**src/rtl/seq_det_pkg.sv**
```systemverilog
// Shared types and reset constants for the programmable sequence detector.
package seq_det_pkg;

  localparam int unsigned DEF_PAT_W = 8;
  localparam int unsigned DEF_CNT_W = 8;

  typedef enum logic [1:0] {
    IDLE  = 2'd0,
    ARMED = 2'd1,
    DONE  = 2'd2
  } state_e;

  // Power-on configuration detects "101", non-overlapping, free-running
  localparam logic [15:0] RST_PATTERN = 16'b101;
  localparam int unsigned RST_LEN     = 3;
  localparam logic        RST_OVERLAP = 1'b0;

endpackage

```
**src/rtl/seq_match_core.sv**
```systemverilog
// Serial pattern matcher: shift history, valid-bit fill count and length-masked compare.
module seq_match_core
  import seq_det_pkg::*;
#(
  parameter int unsigned PAT_W = DEF_PAT_W,
  parameter int unsigned LEN_W = $clog2(PAT_W + 1)
) (
  input  logic             clk,
  input  logic             reset,
  input  logic             sample_en,
  input  logic             clr,
  input  logic             x,
  input  logic [PAT_W-1:0] pattern,
  input  logic [LEN_W-1:0] len,
  input  logic             overlap,
  output logic             hit
);

  logic [PAT_W-1:0] r_hist;
  logic [LEN_W-1:0] r_fill;
  logic [PAT_W-1:0] w_hist_nxt;
  logic [PAT_W-1:0] w_mask;
  logic [LEN_W-1:0] w_fill_inc;
  logic             w_enough;

  assign w_hist_nxt = {r_hist[PAT_W-2:0], x};
  assign w_fill_inc = (r_fill == LEN_W'(PAT_W)) ? r_fill : r_fill + LEN_W'(1);
  // Compare against the window including the bit being sampled this cycle
  assign w_enough   = ({1'b0, r_fill} + (LEN_W + 1)'(1)) >= {1'b0, len};

  always_comb begin
    w_mask = '0;
    for (int i = 0; i < int'(PAT_W); i++) begin
      w_mask[i] = (i < int'(len));
    end
  end

  assign hit = sample_en & w_enough & (((w_hist_nxt ^ pattern) & w_mask) == '0);

  always_ff @(posedge clk or negedge reset) begin
    if (!reset) begin
      r_hist <= '0;
      r_fill <= '0;
    end else if (clr) begin
      r_hist <= '0;
      r_fill <= '0;
    end else if (sample_en) begin
      r_hist <= w_hist_nxt;
      // Non-overlap: forget consumed bits so the next match needs a full fresh window
      r_fill <= (hit && !overlap) ? '0 : w_fill_inc;
    end
  end

endmodule

```
**src/rtl/seq_det_ctrl.sv**
```systemverilog
// Sequence-detection controller: config registers, arm/disarm FSM, match counter and outputs.
module seq_det_ctrl
  import seq_det_pkg::*;
#(
  parameter int unsigned PAT_W = DEF_PAT_W,
  parameter int unsigned CNT_W = DEF_CNT_W,
  localparam int unsigned LEN_W = $clog2(PAT_W + 1)
) (
  input  logic             clk,
  input  logic             reset,
  input  logic             cfg_we,
  input  logic [PAT_W-1:0] cfg_pattern,
  input  logic [LEN_W-1:0] cfg_len,
  input  logic             cfg_overlap,
  input  logic [CNT_W-1:0] cfg_target,
  input  logic             start,
  input  logic             abort,
  input  logic             x,
  input  logic             x_valid,
  output logic             z,
  output logic [CNT_W-1:0] match_count,
  output logic             busy,
  output logic             done,
  output logic             err
);

  state_e           r_state;
  state_e           w_state_nxt;
  logic [PAT_W-1:0] r_pattern;
  logic [LEN_W-1:0] r_len;
  logic             r_overlap;
  logic [CNT_W-1:0] r_target;
  logic [CNT_W-1:0] r_count;
  logic             r_z;
  logic             r_err;

  logic w_clr;
  logic w_sample_en;
  logic w_hit;
  logic w_final;
  logic w_len_ok;
  logic w_cfg_ok;

  // Abort beats start; a start edge never samples x
  assign w_clr       = start & ~abort;
  assign w_sample_en = (r_state == ARMED) & x_valid & ~start & ~abort;
  assign w_final     = (r_target != '0) && (r_count == r_target - CNT_W'(1));
  assign w_len_ok    = (cfg_len != '0) && (cfg_len <= LEN_W'(PAT_W));
  assign w_cfg_ok    = cfg_we && (r_state != ARMED) && w_len_ok;

  seq_match_core #(
    .PAT_W(PAT_W),
    .LEN_W(LEN_W)
  ) u_core (
    .clk      (clk),
    .reset    (reset),
    .sample_en(w_sample_en),
    .clr      (w_clr),
    .x        (x),
    .pattern  (r_pattern),
    .len      (r_len),
    .overlap  (r_overlap),
    .hit      (w_hit)
  );

  always_comb begin
    w_state_nxt = r_state;
    if (abort) begin
      w_state_nxt = IDLE;
    end else if (start) begin
      w_state_nxt = ARMED;
    end else if (w_hit && w_final) begin
      w_state_nxt = DONE;
    end
  end

  always_ff @(posedge clk or negedge reset) begin
    if (!reset) begin
      r_state <= IDLE;
      r_count <= '0;
      r_z     <= 1'b0;
      r_err   <= 1'b0;
    end else begin
      r_state <= w_state_nxt;
      r_z     <= w_hit;
      r_err   <= cfg_we && ((r_state == ARMED) || !w_len_ok);
      if (w_clr) begin
        r_count <= '0;
      end else if (w_hit && (r_count != '1)) begin
        r_count <= r_count + CNT_W'(1);
      end
    end
  end

  always_ff @(posedge clk or negedge reset) begin
    if (!reset) begin
      r_pattern <= PAT_W'(RST_PATTERN);
      r_len     <= LEN_W'(RST_LEN);
      r_overlap <= RST_OVERLAP;
      r_target  <= '0;
    end else if (w_cfg_ok) begin
      r_pattern <= cfg_pattern;
      r_len     <= cfg_len;
      r_overlap <= cfg_overlap;
      r_target  <= cfg_target;
    end
  end

  assign z           = r_z;
  assign match_count = r_count;
  assign busy        = (r_state == ARMED);
  assign done        = (r_state == DONE);
  assign err         = r_err;

endmodule
```
**config.mk**
```make
export PLATFORM = sky130hd
export DESIGN_NAME = seq_det_ctrl
export DESIGN_NICKNAME = d
export VERILOG_FILES = /design/src/rtl/seq_det_pkg.sv /design/src/rtl/seq_match_core.sv /design/src/rtl/seq_det_ctrl.sv
export SDC_FILE = /design/constraint.sdc
export NUM_CORES = 1
export LEC_CHECK = 0
export ABC_AREA = 1
export CAP_MARGIN = 40
export CORE_ASPECT_RATIO = 1.4
export CORE_MARGIN = 2
export CORE_UTILIZATION = 51
export CTS_BUF_LIST = sky130_fd_sc_hd__clkbuf_8
export DETAILED_ROUTE_END_ITERATION = 8
export GPL_TIMING_DRIVEN = 0
export PLACE_DENSITY = 0.77
export SYNTH_ARGS = -nofsm -noshare
export SYNTH_HDL_FRONTEND = slang
export SYNTH_SLANG_ARGS = --single-unit
```
**constraint.sdc**
```tcl
create_clock -name clk -period 1.84 [get_ports clk]
set_input_delay 0.276 -clock clk [delete_from_list [all_inputs] [get_ports clk]]
set_output_delay 0.276 -clock clk [all_outputs]
set_load 0.03 [all_outputs]
```
* Yosys cells after proc, flatten, opt, wreduce, memory -nomap -nowiden *
Index checks and enable logic that the tools add are counted.

word-level totals
  word-level logic and storage cells = 70
  output and inout port bits = 12
  register bits = 44

cells by class
  equal/unequal tests = 7
  bitwise gates (word level) = 10
  muxes and demuxes = 11
  add/subtract/negate cells = 4
  reduce and logical (&&, ||, !) cells = 18
  $lt $le $gt $ge = 10

operators with widths
  cell                                                count
  < comparator 3 x 4 -> 1 bit (first input constant)  4
  2-to-1 mux 4 bit                                    4
  2-to-1 mux 8 bit                                    2
  2-to-1 mux 7 bit                                    2
  adder 8 x 1 -> 8 bit (second input constant)        1
  bitwise AND 8 bit                                   1
  equality test 8 bit                                 1
  logical AND 1 bit                                   8
  zero test 8 bit                                     1
  < comparator 1 x 4 -> 1 bit (first input constant)  2
  < comparator 2 x 4 -> 1 bit (first input constant)  2
  inequality test 8 bit (second input constant)       1
  nonzero test 8 bit                                  1
  subtractor 8 x 1 -> 8 bit (second input constant)   1
  bitwise XOR 8 bit                                   1
  bitwise AND 1 bit                                   6
  2-to-1 mux 2 bit                                    3
  adder 4 x 1 -> 5 bit (second input constant)        1
  greater-or-equal comparator 5 x 4 -> 1 bit          1
  adder 4 x 1 -> 4 bit (second input constant)        1
  equality test 4 bit (second input constant)         1
  <= comparator 4 bit (second input constant)         1
  nonzero test 2 bit                                  2
  nonzero test 4 bit                                  1
  9 further kinds                                     11

* Depth between registers and ports, before layout *
Gate-level depths: netlist of the first run.

  depth after elaboration = 10
  depth in mapped cells = 14
  mapped depth without buffers = 14

* Modules after synthesis *
Synthesis of the first run repeated with hierarchy kept, for this count alone.

unflattened totals
  cell total of the unflattened synthesis = 352
  area, all modules = 2716.4 um^2

by module, submodules not included
  module          seq. area each (um^2)  instances  area an instance (um^2)  cells each
  seq_det_ctrl    830.8                  1          1815.5                   209
  seq_match_core  275.3                  1          900.9                    143

* Worst setup path after synthesis of the first run *
No wires, ideal clock.

  path kind = reg2reg
  start point = register u_core.r_fill[0]
  end point = register u_core.r_fill[0]
  clock period less this slack = 1985 ps
  path buffers = 0
  data arrival time = 1868 ps
  setup time = 118 ps
  data required time = 1722 ps
  stages on the path, launching flop included = 15
  path slack = -145 ps
  path through = dfrtp_1 ha_1 xor2_1 ha_1 nand2_1 inv_1 nand3_1 nor2_2 nor2_4 nor2_2 nand3_2 nand3_4 nand2_4 nand2_1 nand2_1

between the ends
  cells in the longest elaborated chain, start to end = 8

ends and longest elaborated chain
  element                                     line                  source
  start: declaration                          seq_match_core.sv:20  logic [LEN_W-1:0] r_fill;
  start signal: assignment                    seq_match_core.sv:50  r_fill <= (hit && !overlap) ? '0 : w_fill_inc;
  adder 4 x 1 -> 5 bit                        seq_match_core.sv:29  assign w_enough = ({1'b0, r_fill} + (LEN_W + 1)'(1)) >= {1'b0, len};
  greater-or-equal comparator 5 x 4 -> 1 bit  seq_match_core.sv:29
  bitwise AND 1 bit (2 in a row)              seq_match_core.sv:38  assign hit = sample_en & w_enough & (((w_hist_nxt ^ pattern) & w_mask) == '0);
  logical AND 1 bit                           seq_match_core.sv:50
  2-to-1 mux 4 bit                            seq_match_core.sv:50
  2-to-1 mux 4 bit                            seq_match_core.sv:47  end else if (sample_en) begin
  2-to-1 mux 4 bit                            seq_match_core.sv:44  end else if (clr) begin

Parallel ways exist; a longest one is shown, timed or not. The select of a mux whose other input is x is not followed.
A chain may end at the register's enable or synchronous reset.

* Worst setup path after layout of the first run *
Same ends and word-level chain as after synthesis.

==> results of run 1 <==
[cell families after synthesis]
group	synth area share, %
fa+ha+maj	4.24
compound gates	6.03
xor+xnor	6.59
simple gates	30.9
flops	41.6
mux	2.54
buf+inv	8.10
[final timing paths]
check	startpoint	to	slack, ns	cells after the start
setup / recovery	u_core.r_fill[0]$_DFFE_PN0P_	u_core.r_fill[0]$_DFFE_PN0P_	-0.22	14
hold / removal	reset	r_target[6]$_DFFE_PN0P_	0.46	2
setup reg to reg	u_core.r_fill[0]$_DFFE_PN0P_	u_core.r_fill[0]$_DFFE_PN0P_	-0.22	14
hold reg to reg	r_pattern[2]$_DFFE_PN1P_	r_pattern[2]$_DFFE_PN1P_	0.49	2
max in group asynchronous	reset	r_len[0]$_DFFE_PN1P_	0.81	3
min in group clk	r_pattern[2]$_DFFE_PN1P_	r_pattern[2]$_DFFE_PN1P_	0.49	2
[per-stage QoR]
stage	TNS (ns)	instances	setup WS [ns]	power [uW]	util [%]
final	-2.49	450	-0.216	3120	68.1
after global routing	-3.92	450	-0.308	3350	68.1
after CTS	-2.77	449	-0.242	2980	65.9
after detailed placement	-8.33	436	-0.342	2220	62.2
after global placement	-36.85	435	-0.714	2180	61.9
after floorplan	-0.985	330	-0.114	1960	-
[registers in the layout (all words and copies together), names as in the netlist]
register and count:
r_len 4, match_count 8, z 1, r_target 8, r_overlap 1, u_core.r_hist 7, r_state 2, u_core.r_fill 4
err 1, r_pattern 8
[Yosys cell counts]
cell | count | area [sq um]
a21oi_2 | 1 | 8.76
nand3_2 | 3 | 30.0
nor2_2 | 5 | 31.3
nand3b_1 | 5 | 37.5
dfstp_2 | 4 | 105
clkinv_1 | 1 | 3.75
nand4_2 | 1 | 12.5
o21ai_0 | 3 | 15.0
clkinv_4 | 1 | 8.76
ha_1 | 9 | 113
inv_2 | 5 | 18.8
nand2_4 | 2 | 22.5
o21ai_1 | 4 | 20.0
a21oi_1 | 13 | 65.1
nand2_2 | 6 | 37.5
nor3_1 | 2 | 10.0
dfrtp_1 | 40 | 1000
nand3_4 | 2 | 35.0
nand2_1 | 70 | 263
xnor2_1 | 7 | 61.3
clkbuf_1 | 2 | 7.51
nor2_4 | 3 | 33.8
o22ai_1 | 7 | 43.8
mux2_2 | 6 | 67.6
xor2_1 | 13 | 114
a21boi_1 | 1 | 7.51
buf_2 | 3 | 15.0
and2_4 | 1 | 8.76
inv_1 | 43 | 161
nand4_1 | 4 | 25.0
nand3_1 | 30 | 150
nor2_1 | 33 | 124
[timing repair]
item                                    CTS  global route
endpoints found under the setup margin   16            31
hold buffers                              1             0
pin swaps                                 5             7
setup buffers                             4             1
gates resized for setup                   9            26
hold endpoints to repair                 19             0
[area by class of cell]
type	instances	area share (%)
buffer	5	0.687
clock buffer	6	2.39
clock inverter	2	0.217
inverter	50	5.64
multi-input combinational	231	43.3
sequential	44	32.0
tap	66	2.39
timing repair buffer	46	13.4
[power by group]
part / total (uW) / leakage [uW] / internal, uW / switching [uW]
combinational: 1250 / 0.00113 / 556 / 694
clock: 610 / 0.0000538 / 295 / 315
sequential: 1260 / 0.000546 / 1120 / 142
total: 3120 / 0.00173 / 1970 / 1150
[worst max-delay path: cells and delay by family (launching register included)]
family	cells	cell delay (ns)
xor gates and xnor gates	1	0.16
adders and majority gates	2	0.48
buffers and inverters	1	0.04
DFF	1	0.44
and+or+nand+nor	10	0.80
[layer usage]
layer	track usage (%)	vias up	share of wire (%)
met5	0	-	0
met3	4.53	15	3.5
li1	-	1156	-
met1	24.5	1146	39
met2	43.0	53	55
met4	9.66	0	3.0
==> flow_summary.json, run 1 <==
{
  "status": "finished with violations",
  "violations": "negative setup slack",
  "crit_chain": "ha_4, xor2_4, ha_4, nand2_2, inv_2, nand3_2, nor2_4, nor2_4, nor2_4, nand3_4, nand3_4, nand2_4, nand2_2, nand2_1",
  "timing_hold_violations_final": 0,
  "crit_slowest_cell": "dfrtp_2",
  "multi_input_area_sq_mm": 0.00150,
  "routabilityCongestion": 0.866,
  "crit_type": "reg2reg",
  "start_util_pct": 52.3,
  "fp.dieH_um": 89.4,
  "mostFrequentLayoutCell": "nand2_1",
  "crit_fanout": 5,
  "cts_root_buffer": "clkbuf_8",
  "cp.required_ns": 2.03,
  "synth.net_count": 367,
  "cts.clk_slew.worst_paths_ns": 0.08,
  "setup_ws_ns": -0.216,
  "fmax_mhz": 486,
  "finalInstanceArea_sq_mm": 0.00346,
  "ir_worst_vdd_uv": 560,
  "drc": 0,
  "coreArea_sq_mm": 0.00508,
  "worst_pin_slew_ns": 0.481,
  "maxSlewViolCount": 0,
  "dr.pass1.iters": 4,
  "grt_max_degree": 26,
  "diodes": 0,
  "end_kind": "register",
  "synth.ff_latch_count": 44,
  "fin_skew_ns": 0.00368,
  "num-nets-final": 420,
  "power_leakage_uw": 0.00173,
  "wirelength_um": 6150,
  "portBuffers": 39,
  "synth.distinct_cells": 32,
  "drt_iter0_drc": 86,
  "relSlewSlack_pct": 68.0,
  "timing.critical_path.mode_cell": "nor2_4",
  "area_delta_synth_final_pct": 30.3,
  "syn-cell-area_sq_mm": 0.00266,
  "gr-total-overflow": 0,
  "setup_viol": 14,
  "fillers": 417,
  "vias": 2370,
  "cp-start-kind": "register",
  "dpl-instance-area_sq_mm": 0.00316,
  "h-tree-depth": 2,
  "yosys_warnings": 0,
  "grt_pass1_vias": 2305,
  "dp_hpwl_um": 4480,
  "drt-vias-per-instance": 5.27,
  "cpPeakStageDelay_ns": 0.44,
  "holdCritPathClass": "in2async",
  "syn_avg_cell_area_sq_um": 8.05,
  "wl_per_cell_um": 13.7,
  "fp.dieArea_sq_mm": 0.00581,
  "clk_path_buf_depth": 2,
  "whs_ns": 0.459,
  "period_share_pct": 112,
  "powerDensity_mw_per_mm2": 901,
  "rsz0062_at_grt": "true",
  "ant_nets": 0,
  "seq_area_frac_synth_pct": 41.6,
  "num_io_pins": 40,
  "antenna_found_initial": 0,
  "layout_common_cells": "nand2_1, inv_1, dfrtp_1",
  "crit_arrival_ns": 2.25,
  "die_w_um": 65.0,
  "cts.sinks": 44,
  "cts_buffers": 5,
  "maxCapViolCount": 0,
  "grt_usage_pct": 22.7,
  "num_rows": 31,
  "cts_tree": "built",
  "grt_pass1_wl_um": 10200,
  "insertion_delay_ns": 0.30,
  "synthCells": 330,
  "register_area_sq_mm": 0.00111,
  "min_period_ns": 2.06,
  "drive_gt1_share_pct": 20.1
}
No activity file was read; power rests on OpenSTA's default activity.
==> run 2, diff against run 1 <==
--- a/config.mk
+++ b/config.mk
@@ -14,6 +14,7 @@
 export DETAILED_ROUTE_END_ITERATION = 8
 export GPL_TIMING_DRIVEN = 0
 export PLACE_DENSITY = 0.77
+export SKIP_LAST_GASP = 1
 export SYNTH_ARGS = -nofsm -noshare
 export SYNTH_HDL_FRONTEND = slang
 export SYNTH_SLANG_ARGS = --single-unit
==> flow_summary.json, run 2 (same netlist as run 1, synthesis figures left out) <==
{
  "status": "finished with violations",
  "violations": "negative setup slack",
  "power_leakage_uw": 0.00172,
  "diodes": 0,
  "num_io_pins": 40,
  "powerDensity_mw_per_mm2": 906,
  "crit_chain": "ha_4, xor2_4, ha_4, nand2_2, inv_2, nand3_2, nor2_4, nor2_4, nor2_4, nand3_4, nand3_4, nand2_4, nand2_2, nand2_1",
  "fp.dieArea_sq_mm": 0.00581,
  "fin_cells": 450,
  "whs_ns": 0.460,
  "fillers": 416,
  "routabilityCongestion": 0.866,
  "layout_common_cells": "nand2_1, inv_1, dfrtp_1",
  "timing_hold_violations_final": 0,
  "wl_per_cell_um": 13.6,
  "cp.required_ns": 2.03,
  "antenna_found_initial": 0,
  "cts.sinks": 44,
  "crit_slowest_cell": "dfrtp_2",
  "coreArea_sq_mm": 0.00508,
  "holdCritPathClass": "in2async",
  "setup_ws_ns": -0.245,
  "clk_path_buf_depth": 2,
  "h-tree-depth": 2,
  "dr.pass1.iters": 4,
  "setup_tns_ns": -2.84,
  "maxCapViolCount": 0,
  "multi_input_area_sq_mm": 0.00149,
  "relSlewSlack_pct": 67.5,
  "end_kind": "register",
  "num-nets-final": 420,
  "fmax_mhz": 480,
  "crit_family": "simple AND/OR/NAND/NOR gates",
  "start_util_pct": 52.3,
  "cts_buffers": 5,
  "period_share_pct": 113,
  "cts.clk_slew.worst_paths_ns": 0.08,
  "cts_tree": "built",
  "drt-vias-per-instance": 5.27,
  "crit_buf_inv": 1,
  "grt_pass1_vias": 2306,
  "wirelength_um": 6140,
  "timing.critical_path.mode_cell": "nor2_4",
  "register_area_sq_mm": 0.00111,
  "drc": 0,
  "ir_worst_vdd_uv": 562,
  "setup_viol": 14,
  "fin_skew_ns": 0.00457,
  "crit_arrival_ns": 2.27,
  "crit_type": "reg2reg",
  "maxSlewViolCount": 0,
  "cp-start-kind": "register",
  "mostFrequentLayoutCell": "nand2_1",
  "rsz0062_at_grt": "true",
  "grt_usage_pct": 22.6,
  "ant_nets": 0,
  "drt_iter0_drc": 83,
  "cpPeakStageDelay_ns": 0.44,
  "drive_gt1_share_pct": 19.8,
  "place_inst": 436,
  "min_period_ns": 2.08,
  "fp.dieH_um": 89.4,
  "area_delta_synth_final_pct": 30.0,
  "worst_pin_slew_ns": 0.487,
  "gr-total-overflow": 0,
  "portBuffers": 39,
  "grt_pass1_wl_um": 10100,
  "insertion_delay_ns": 0.30,
  "grt_max_degree": 26,
  "crit_fanout": 5,
  "num_rows": 31,
  "die_w_um": 65.0,
  "dp_hpwl_um": 4480,
  "cts_root_buffer": "clkbuf_8",
  "vias": 2370
}
run 2: cell counts in the layout (fill, tap and decap cells not counted):
No cell type changed its count.
run 2: worst paths after layout:
check / startpoint / to / slack, ns / cells past startpoint
min in group clk: r_pattern[2]$_DFFE_PN1P_ / r_pattern[2]$_DFFE_PN1P_ / 0.49 / 2
worst max-delay path: u_core.r_fill[0]$_DFFE_PN0P_ / u_core.r_fill[0]$_DFFE_PN0P_ / -0.24 / 14
worst min-delay path: reset / r_target[6]$_DFFE_PN0P_ / 0.46 / 2
max in group asynchronous: reset / r_len[0]$_DFFE_PN1P_ / 0.80 / 3
worst max register to register: u_core.r_fill[0]$_DFFE_PN0P_ / u_core.r_fill[0]$_DFFE_PN0P_ / -0.24 / 14
worst min register to register: r_pattern[2]$_DFFE_PN1P_ / r_pattern[2]$_DFFE_PN1P_ / 0.49 / 2
run 2: timing repair:
item                                    4_1_cts  5_1_grt
endpoints found under the setup margin       16       31
endpoints found under the hold margin        19        0
pin swaps                                     5       12
setup buffers                                 4        1
resized for setup                             7       26
gates cloned                                  0        0
hold buffers                                  1        0
run 2: routing by layer:
| metal | up-vias | track usage (%) | routed length, um |
|---|---|---|---|
| met1 | 1153 | 24.2 | 2410 |
| met3 | 13 | 4.53 | 176 |
| met4 | 0 | 10.4 | 175 |
| li1 | 1156 | - | - |
| met5 | - | 0 | 0 |
| met2 | 48 | 42.5 | 3380 |
run 2: area by class of cell:
cell class	instances	share of cell area [%]
multi-input cells	231	43.1
flip-flops and latches	44	32.1
inverters	50	5.65
well taps	66	2.39
repair buffers	46	13.4
plain buffers	5	0.688
clock inverters	2	0.217
clock buffers	6	2.39
run 2: where the power goes:
group	total (uW)	switching, uW	internal (uW)
Sequential	1260	142	1120
Combinational	1260	697	561
Clock	611	316	295
Total	3130	1150	1970
run 2: through the flow:
step                worst slack [ns]  power (uW)  cell area, sq um  util, %
floorplan                     -0.114        1960              2670        -
global route                  -0.337        3360              3450     68.0
detailed placement            -0.342        2220              3160     62.2
CTS                           -0.242        2980              3340     65.7
global placement              -0.714        2180              3140     61.9
finish                        -0.245        3130              3450     68.0
